File: src/rtl/fu_sequencer.sv
// Microcoded sequencer that steps an 8-slot program through an external
// combinational functional unit, writing each result back to operand A/B/C.
module fu_sequencer #(
    parameter int PROG_DEPTH = 8,
    parameter int W          = 8
) (
    input  logic         clk,
    input  logic         rst,
    input  logic         start,
    input  logic [3:0]   len,
    input  logic         prog_we,
    input  logic [2:0]   prog_addr,
    input  logic [7:0]   prog_data,
    input  logic         load_we,
    input  logic [1:0]   load_sel,
    input  logic [W-1:0] load_data,
    output logic [7:0]   fu_instr,
    output logic [W-1:0] fu_a,
    output logic [W-1:0] fu_b,
    output logic [W-1:0] fu_c,
    input  logic [W-1:0] fu_f,
    output logic [W-1:0] result,
    output logic         busy,
    output logic         done,
    output logic         err
);

    typedef enum logic [1:0] {
        S_IDLE  = 2'd0,
        S_ISSUE = 2'd1,
        S_WB    = 2'd2,
        S_DONE  = 2'd3
    } state_t;

    state_t       r_state;
    state_t       w_next_state;
    logic [7:0]   r_prog [PROG_DEPTH];
    logic [2:0]   r_pc;
    logic [2:0]   r_last_pc;
    logic [W-1:0] r_a;
    logic [W-1:0] r_b;
    logic [W-1:0] r_c;
    logic [W-1:0] r_result;
    logic [7:0]   r_fu_instr;
    logic         r_busy;
    logic         r_done;
    logic         r_err;

    logic [2:0]   w_next_pc;
    logic [2:0]   w_next_op;
    logic [3:0]   w_len_m1;
    logic [1:0]   w_dest;
    logic         w_len_ok;
    logic         w_last;
    logic         w_start_err;
    logic         w_idle;

    function automatic logic [7:0] f_onehot(input logic [2:0] op);
        f_onehot = 8'd1 << op;
    endfunction

    assign w_idle   = (r_state == S_IDLE);
    assign w_len_ok = (len != 4'd0) && (len <= 4'd8);
    assign w_len_m1 = len - 4'd1;
    assign w_last   = (r_pc == r_last_pc);
    assign w_dest   = r_prog[r_pc][4:3];

    // Next-state and next-pc decode
    always_comb begin
        w_next_state = r_state;
        w_next_pc    = r_pc;
        w_start_err  = 1'b0;
        case (r_state)
            S_IDLE: begin
                if (start) begin
                    if (w_len_ok) begin
                        w_next_state = S_ISSUE;
                        w_next_pc    = 3'd0;
                    end else begin
                        w_start_err  = 1'b1;
                    end
                end else begin
                    w_next_state = S_IDLE;
                end
            end
            S_ISSUE: w_next_state = S_WB;
            S_WB: begin
                if (w_last) begin
                    w_next_state = S_DONE;
                end else begin
                    w_next_state = S_ISSUE;
                    w_next_pc    = r_pc + 3'd1;
                end
            end
            S_DONE:  w_next_state = S_IDLE;
            default: w_next_state = S_IDLE;
        endcase
    end

    // Opcode for the next slot; a slot written in the launch cycle is bypassed
    always_comb begin
        w_next_op = 3'd0;
        if (w_idle && prog_we && (prog_addr == w_next_pc)) begin
            w_next_op = prog_data[7:5];
        end else begin
            w_next_op = r_prog[w_next_pc][7:5];
        end
    end

    // Control state, pc and registered status outputs
    always_ff @(posedge clk or posedge rst) begin
        if (rst) begin
            r_state    <= S_IDLE;
            r_pc       <= 3'd0;
            r_last_pc  <= 3'd0;
            r_fu_instr <= 8'h00;
            r_busy     <= 1'b0;
            r_done     <= 1'b0;
            r_err      <= 1'b0;
        end else begin
            r_state    <= w_next_state;
            r_pc       <= w_next_pc;
            if (w_idle && start && w_len_ok) begin
                r_last_pc <= w_len_m1[2:0];
            end
            r_fu_instr <= ((w_next_state == S_ISSUE) || (w_next_state == S_WB)) ?
                          f_onehot(w_next_op) : 8'h00;
            r_busy     <= (w_next_state == S_ISSUE) || (w_next_state == S_WB);
            r_done     <= (w_next_state == S_DONE);
            r_err      <= w_start_err;
        end
    end

    // Program store, writable only while idle
    always_ff @(posedge clk or posedge rst) begin
        if (rst) begin
            for (int i = 0; i < PROG_DEPTH; i++) begin
                r_prog[i] <= 8'h00;
            end
        end else if (w_idle && prog_we) begin
            r_prog[prog_addr] <= prog_data;
        end
    end

    // Operand registers: host loads while idle, unit writeback in WB
    always_ff @(posedge clk or posedge rst) begin
        if (rst) begin
            r_a      <= '0;
            r_b      <= '0;
            r_c      <= '0;
            r_result <= '0;
        end else if (w_idle && load_we) begin
            case (load_sel)
                2'b00:   r_a <= load_data;
                2'b01:   r_b <= load_data;
                2'b10:   r_c <= load_data;
                default: ;
            endcase
        end else if (r_state == S_WB) begin
            r_result <= fu_f;
            case (w_dest)
                2'b00:   r_a <= fu_f;
                2'b01:   r_b <= fu_f;
                2'b10:   r_c <= fu_f;
                default: ;
            endcase
        end
    end

    assign fu_instr = r_fu_instr;
    assign fu_a     = r_a;
    assign fu_b     = r_b;
    assign fu_c     = r_c;
    assign result   = r_result;
    assign busy     = r_busy;
    assign done     = r_done;
    assign err      = r_err;

endmodule

File: config.mk
export PLATFORM = sky130hd
export DESIGN_NAME = fu_sequencer
export DESIGN_NICKNAME = d
export VERILOG_FILES = /design/src/rtl/fu_sequencer.sv
export SDC_FILE = /design/constraint.sdc
export NUM_CORES = 1
export LEC_CHECK = 0
export ABC_AREA = 1
export BUFFER_PORTS_ARGS = -buffer_cell sky130_fd_sc_hd__buf_2
export CORE_MARGIN = 4
export CORE_UTILIZATION = 34
export DETAILED_ROUTE_END_ITERATION = 8
export GPL_TIMING_DRIVEN = 1
export HOLD_SLACK_MARGIN = 0.03
export PLACE_DENSITY = 0.62
export SLEW_MARGIN = 20
export SYNTH_ARGS = -nofsm -noshare
export SYNTH_HDL_FRONTEND = slang
export SYNTH_SLANG_ARGS = --single-unit
File: constraint.sdc
create_clock -name clk -period 2.5 [get_ports clk]
set_input_delay 0.25 -clock clk [delete_from_list [all_inputs] [get_ports clk]]
set_output_delay 0.25 -clock clk [all_outputs]
set_load 0.05 [all_outputs]
==> flow_summary_export.csv, run 1 <==
group,metric,value,unit
routing,routed-via-count,3790,
timing,drv_slew,0,
floorplan,fp.dieH,122,um
floorplan,dieArea,15000,um^2
floorplan,core,12700,um^2
timing,tightest_slew,0.669,ns
yosys,synth_top_flop_cell,"dfrtp_1",
worst_setup_path,critPathMaxStageDelay,0.51,ns
cells_and_area,final_cell_mix,"nand2_1, dfrtp_1, buf_2, o21ai_0, nand3_1",
pwr,p_switching,3970,uW
cells_and_area,area_delta_synth_final,20.1,%
place,gp_congestion,0.829,
grt,antenna_found_initial,0,
timing,finClkSkew,0.00758,ns
grt,grt_pass1_wl,18300,um
place,port_buffers,77,
worst_setup_path,crit_fanout,17,
cells_and_area,mostFrequentLayoutCell,"nand2_1",
floorplan,fp.dieW,122,um
cells_and_area,fin_util,41.9,%
pwr,seqPwrFrac,31.5,%
floorplan,io_pins,81,
yosys,yosysUniqueCellTypes,35,
cells_and_area,nets,641,
worst_setup_path,crit_type,"reg -> reg",
routing,antenna_left,0,
yosys,async_flop_share,100,%
timing,max-slew-margin-rel,55.3,%
routing,drc_errors,0,
timing,setup_viol_count_final,0,
worst_setup_path,crit_path_top_delay_cell,"dfrtp_2",
routing,wl_per_cell,14.1,um
routing,drt_iter0_drc,194,
routing,drt_pass1_iterations,6,
worst_hold_path,worstHoldPathType,"in -> reg",
yosys,synth_nets,557,
clock_network,cts_root_buffer,"clkbuf_16",
worst_setup_path,crit_arrival,2.51,ns
cells_and_area,drive_gt1_share,23.5,%
yosys,synth_edf_count,0,
worst_setup_path,path_cells,"inv_2, nand2_1, nand2_1, nand3_1, nand2_1, nand3_4, nand2_4, nand2_1, nand3_1, nand3_1, nand2_1, nand2_1, nand2_1, nand2_1, nor2_1",
grt,grt_overflow,0,
clock_network,cts_buffer_depth,2,
clock_network,clk_pin_slew,0.06,ns
floorplan,initial_utilization,34.9,%
worst_setup_path,endpoint_kind,"flop",
yosys,yosys_warnings,0,
timing,max_freq,0.444,GHz
worst_setup_path,reg2reg_from,"r_pc[0]$_DFF_PP0_",
clock_network,cts-buffers-inserted,9,
pwr,switching_share,48.3,%
outcome,status,"finished, final reports clean",
worst_setup_path,crit_top_cell,"nand2_1",
clock_network,htree_levels,3,
worst_hold_path,min_from,"prog_data[3]",
routing,drt-total-wl,10900,um
place,dp_cells,760,
timing,finalHoldViolations,0,
yosys,synth_cells,516,
clock_network,clk_latency,0.34,ns
worst_setup_path,start_kind,"flop",
pwr,p_comb_share,51.9,%
grt,grt_pass1_vias,3734,
clock_network,tritoncts,"done",
timing,post-route-min-period,2.25,ns
pwr,clkPwrFrac,16.5,%
timing,period_share,90.1,%
yosys,ys_ff_latch,91,
pwr,p_int,4260,uW
worst_setup_path,required,2.76,ns
pwr,powerDensity,1540,nW/um^2
pwr,p_leak,0.00268,uW
grt,grt_usage,15.5,%
cells_and_area,stdcell_count,776,
worst_setup_path,critPathLaunch,"r_pc[0]$_DFF_PP0_",
routing,viasPerCell,4.88,
clock_network,numClockSinks,91,
cells_and_area,antennaDiodeCount,0,
yosys,syn_avg_cell_area,8.61,um^2
floorplan,num_rows,41,
timing,finalSetupTns,0,ns
timing,rsz0062_at_grt,"false",
place,place_hpwl,8180,um
run,max_cap_viol_count,0,
grt,grt_max_degree,34,
yosys,syn_area,4440,um^2
pwr,vdd_drop_max,0.000467,V
yosys,ys_seq_area_share,51.3,%
## through the flow
step	total power [uW]	instance area (um^2)	hold WS, ns	setup WS [ns]
2_1_floorplan	5960	4450	0.367	0.717
3_3_place_gp	6790	5030	0.375	0.260
3_5_place_dp	6890	5030	0.391	0.193
4_1_cts	8280	5330	0.129	0.186
5_1_grt	8860	5340	0.141	0.0462
6_report	8230	5340	0.139	0.247
## cells in the mapped netlist (2+ instances only)
cell type / count / area (um^2)
nand2_1: 134 / 503
dfrtp_1: 91 / 2280
o21ai_0: 64 / 320
nand3_1: 50 / 250
inv_1: 49 / 184
nor2_1: 33 / 124
a21oi_1: 13 / 65.1
nand2_2: 11 / 68.8
nand4_1: 11 / 68.8
mux2_4: 7 / 105
inv_2: 6 / 22.5
o21ai_1: 5 / 25.0
nand3_2: 4 / 40.0
buf_2: 3 / 15.0
buf_6: 3 / 33.8
ha_1: 3 / 37.5
nand2_4: 3 / 33.8
nor3_2: 3 / 30.0
buf_4: 2 / 15.0
clkbuf_1: 2 / 7.51
clkinv_1: 2 / 7.51
nand3_4: 2 / 35.0
nor3_1: 2 / 10.0
o32ai_4: 2 / 55.1
## what timing repair did
action                                 4_1_cts  5_1_grt
hold buffers                                 1        0
endpoints found under the hold margin        2        0
setup endpoints to repair                    0        8
setup buffers                                0        0
gates resized for setup                      0        1
## final timing paths
check                                               to  slack (ns)  cells past startpoint
worst max-delay path             fu_instr[1]$_DFF_PP0_        0.25                     15
worst min-delay path            r_prog[19]$_DFFE_PP0P_        0.14                      3
worst max register to register   fu_instr[1]$_DFF_PP0_        0.25                     15
worst min register to register     fu_a[1]$_DFFE_PP0P_        0.48                      2
max in group asynchronous        fu_instr[7]$_DFF_PP0_        1.08                      4
min in group asynchronous          fu_c[2]$_DFFE_PP0P_        0.57                      3
## final cells by class
class / instances / area [um^2]
fillers: 1309 / 7390
flip-flops and latches: 91 / 2280
multi-input cells: 356 / 1870
repair buffers: 84 / 453
clock buffers: 13 / 260
inverters: 58 / 224
well taps: 172 / 215
clock inverters: 2 / 35.0
## critical path: cells and delay by family, from the launching register on
kind,cells,cell delay (ns)
and+or+nand+nor,14,1.47
buffers and inverters,1,0.18
DFF,1,0.51
## power by group through the flow
stage	sequential, uW	combinational [uW]	clock, uW
4_1_cts	2600	4300	1390
2_1_floorplan	3560	2400	0
3_3_place_gp	2590	4200	0
3_5_place_dp	2620	4280	0
5_1_grt	2680	4730	1450
6_report	2600	4270	1360
## registers in the layout, indices dropped and copies added, names as in the netlist, 2 cells and up
name	count
r_prog	40
fu_b	8
fu_c	8
r_state	2
r_last_pc	3
result	8
r_pc	3
fu_instr	8
fu_a	8
## cell families after synthesis
kind of cell,Yosys count,synth area share [%]
flops,91,51.3
simple gates,258,27.5
fa+ha+maj,3,0.845
compound gates,87,11.0
xor+xnor,1,0.366
mux,7,2.37
buf+inv,69,6.65
## routing by layer
metal  vias to the layer above  wire, um  track usage, %
li1                       1869         -               -
met3                        24       691            3.92
met2                        99      5130            24.9
met5                         -         0               0
met1                      1798      4810            19.8
met4                         0       305            6.79
Note: power is estimated with default switching activity, not from simulation.
==> inputs of run 2 (changes only) <==
--- a/config.mk
+++ b/config.mk
@@ -10,9 +10,8 @@
 export CORE_MARGIN = 4
 export CORE_UTILIZATION = 34
 export DETAILED_ROUTE_END_ITERATION = 8
-export GPL_TIMING_DRIVEN = 1
 export HOLD_SLACK_MARGIN = 0.03
-export PLACE_DENSITY = 0.62
+export PLACE_DENSITY = 0.54
 export SLEW_MARGIN = 20
 export SYNTH_ARGS = -nofsm -noshare
 export SYNTH_HDL_FRONTEND = slang
==> run 2 against run 1 <==
  * Fmax up 2.3%
  * Final cell count grew 0.52%
  * First-iteration DRC count is 47% higher
  * Clock power grew 4%
  * Clock-buffer cell count decreased by 3
  * Final area rose by 0.73%
  * Highest routed layer unchanged
==> flow_summary_export.csv, run 2 (synthesized netlist as in run 1, its figures left out) <==
group,metric,value,unit
routing,antenna_left,0,
place,gp_congestion,0.838,
routing,drt_iter0_drc,286,
clock_network,htree_levels,3,
grt,grt_pass1_wl,17900,um
clock_network,cts_root_buffer,"clkbuf_16",
worst_setup_path,crit_fanout,11,
worst_setup_path,r2r-end,"fu_instr[2]$_DFF_PP0_",
worst_hold_path,worstHoldEndpoint,"r_prog[19]$_DFFE_PP0P_",
worst_setup_path,r2r_slack,0.30,ns
cells_and_area,fin_util,42.2,%
routing,drc_errors,0,
routing,wl_per_cell,14.2,um
pwr,vdd_drop_max,0.000385,V
clock_network,numClockSinks,91,
clock_network,clk_latency,0.34,ns
cells_and_area,antennaDiodeCount,0,
grt,grt_use_met3,3.18,%
cells_and_area,nets,644,
worst_setup_path,crit_type,"reg -> reg",
timing,drv_slew,0,
timing,finalHoldViolations,0,
timing,setup_viol_count_final,0,
worst_setup_path,path_cells,"xnor2_2, nand3_1, nand2_1, inv_2, nand2_1, nand2_2, inv_2, nand2_2, nand2_4, nand3_4, nand3_1, nand2_1, nand2_1, nor2_1",
worst_setup_path,required,2.73,ns
cells_and_area,mostFrequentLayoutCell,"nand2_1",
timing,setup_slack,0.299,ns
worst_setup_path,reg2reg_from,"r_pc[1]$_DFF_PP0_",
worst_setup_path,endpoint_kind,"flop",
worst_setup_path,critPathMaxStageDelay,0.61,ns
worst_setup_path,r2r_cells,14,
grt,grt_overflow,0,
routing,drt-total-wl,11000,um
floorplan,initial_utilization,34.9,%
timing,max_freq,0.454,GHz
timing,worst_hold_slack,0.131,ns
place,port_buffers,77,
floorplan,dieArea,15000,um^2
cells_and_area,largest_reg_flops,40,
timing,finalSetupTns,0,ns
cells_and_area,final_cell_mix,"nand2_1, dfrtp_1, buf_2, o21ai_0, nand3_1",
pwr,powerDensity,1550,nW/um^2
floorplan,core,12700,um^2
floorplan,io_pins,81,
floorplan,fp.dieH,122,um
clock_network,clk_pin_slew,0.07,ns
grt,antenna_found_initial,0,
grt,grt_pass1_vias,3535,
clock_network,tritoncts,"done",
timing,tightest_slew,0.599,ns
pwr,p_leak,0.00270,uW
run,max_cap_viol_count,0,
cells_and_area,area_delta_synth_final,21.0,%
grt,busiest_layer,"met2",
worst_setup_path,crit_path_top_delay_cell,"dfrtp_1",
floorplan,num_rows,41,
clock_network,cts-buffers-inserted,9,
routing,drt_pass1_iterations,4,
worst_hold_path,min_from,"prog_data[3]",
timing,post-route-min-period,2.20,ns
outcome,status,"finished, final reports clean",
clock_network,cts_buffer_depth,2,
floorplan,fp.dieW,122,um
grt,met1_usage,20.7,%
worst_setup_path,start_kind,"flop",
worst_setup_path,crit_arrival,2.43,ns
grt,grt_max_degree,71,
worst_setup_path,crit_top_cell,"nand2_1",
routing,viasPerCell,4.71,
timing,finClkSkew,0.00672,ns
worst_hold_path,worstHoldPathType,"in -> reg",
cells_and_area,drive_gt1_share,24.3,%
routing,routed-via-count,3674,
timing,rsz0062_at_grt,"false",
cells_and_area,top_register,"r_prog",
grt,grt_usage,15.3,%
place,post-place-ws,0.225,ns
place,place_hpwl,8170,um
grt,grt_util_met2,24.8,%
timing,period_share,88.1,%
worst_hold_path,min_path_cells,3,
timing,max-slew-margin-rel,59.7,%
-- run 2: changes by cell type in the layout (fill, tap and decap cells not counted), sizes merged --
cell,previous run,this run
inv,55,57
clkinv,3,4
clkinvlp,1,2
clkbuf,13,10
buf,83,86
-- run 2: critical path: cells and delay by family, from the launching register on --
family	cells	cell delay, ns
simple gates	11	1.06
flops	1	0.61
xor+xnor	1	0.18
buf+inv	2	0.24
-- run 2: metal layers --
| layer | vias to the layer above | wire (um) |
|---|---|---|
| met2 | 91 | 5080 |
| met1 | 1708 | 5140 |
| li1 | 1865 | - |
| met4 | 0 | 131 |
| met3 | 10 | 694 |
| met5 | - | 0 |
-- run 2: what timing repair did --
action | 4_1_cts | 5_1_grt
setup endpoints to repair | 0 | 8
resized for setup | 0 | 1
hold endpoints to repair | 21 | 0
setup buffers | 0 | 0
hold buffers | 1 | 0
-- run 2: how the worst max path moves through the flow --
stage / from / to / slack, ns / cells past startpoint
6_report: r_pc[1]$_DFF_PP0_ / fu_instr[2]$_DFF_PP0_ / 0.30 / 14
2_1_floorplan: r_pc[0]$_DFF_PP0_ / fu_a[0]$_DFFE_PP0P_ / 0.72 / 11
4_1_cts: r_pc[0]$_DFF_PP0_ / fu_instr[7]$_DFF_PP0_ / 0.20 / 15
3_5_place_dp: r_pc[0]$_DFF_PP0_ / fu_instr[3]$_DFF_PP0_ / 0.23 / 15
5_1_grt: r_pc[1]$_DFF_PP0_ / fu_instr[3]$_DFF_PP0_ / 0.06 / 14
3_3_place_gp: r_pc[0]$_DFF_PP0_ / fu_instr[7]$_DFF_PP0_ / 0.26 / 15
-- run 2: power by group --
part	switching (uW)	total, uW	internal [uW]
Clock	594	1410	813
Sequential	410	2580	2170
Combinational	3040	4350	1310
-- run 2: area by class of cell --
type	instances	area, um^2
clock buffers	10	239
clock inverters	6	72.6
fillers	1332	7350
inverters	58	224
multi-input cells	356	1870
flip-flops and latches	91	2280
well taps	172	215
repair buffers	87	475
-- run 2: metrics by stage --
step / std cells / instance area, um^2 / power, uW
after global routing: 780 / 5370 / 9000
after global placement: 763 / 5050 / 6900
after detailed placement: 763 / 5050 / 6970
after CTS: 780 / 5370 / 8410
after floorplan: 516 / 4450 / 5960
final: 780 / 5370 / 8330
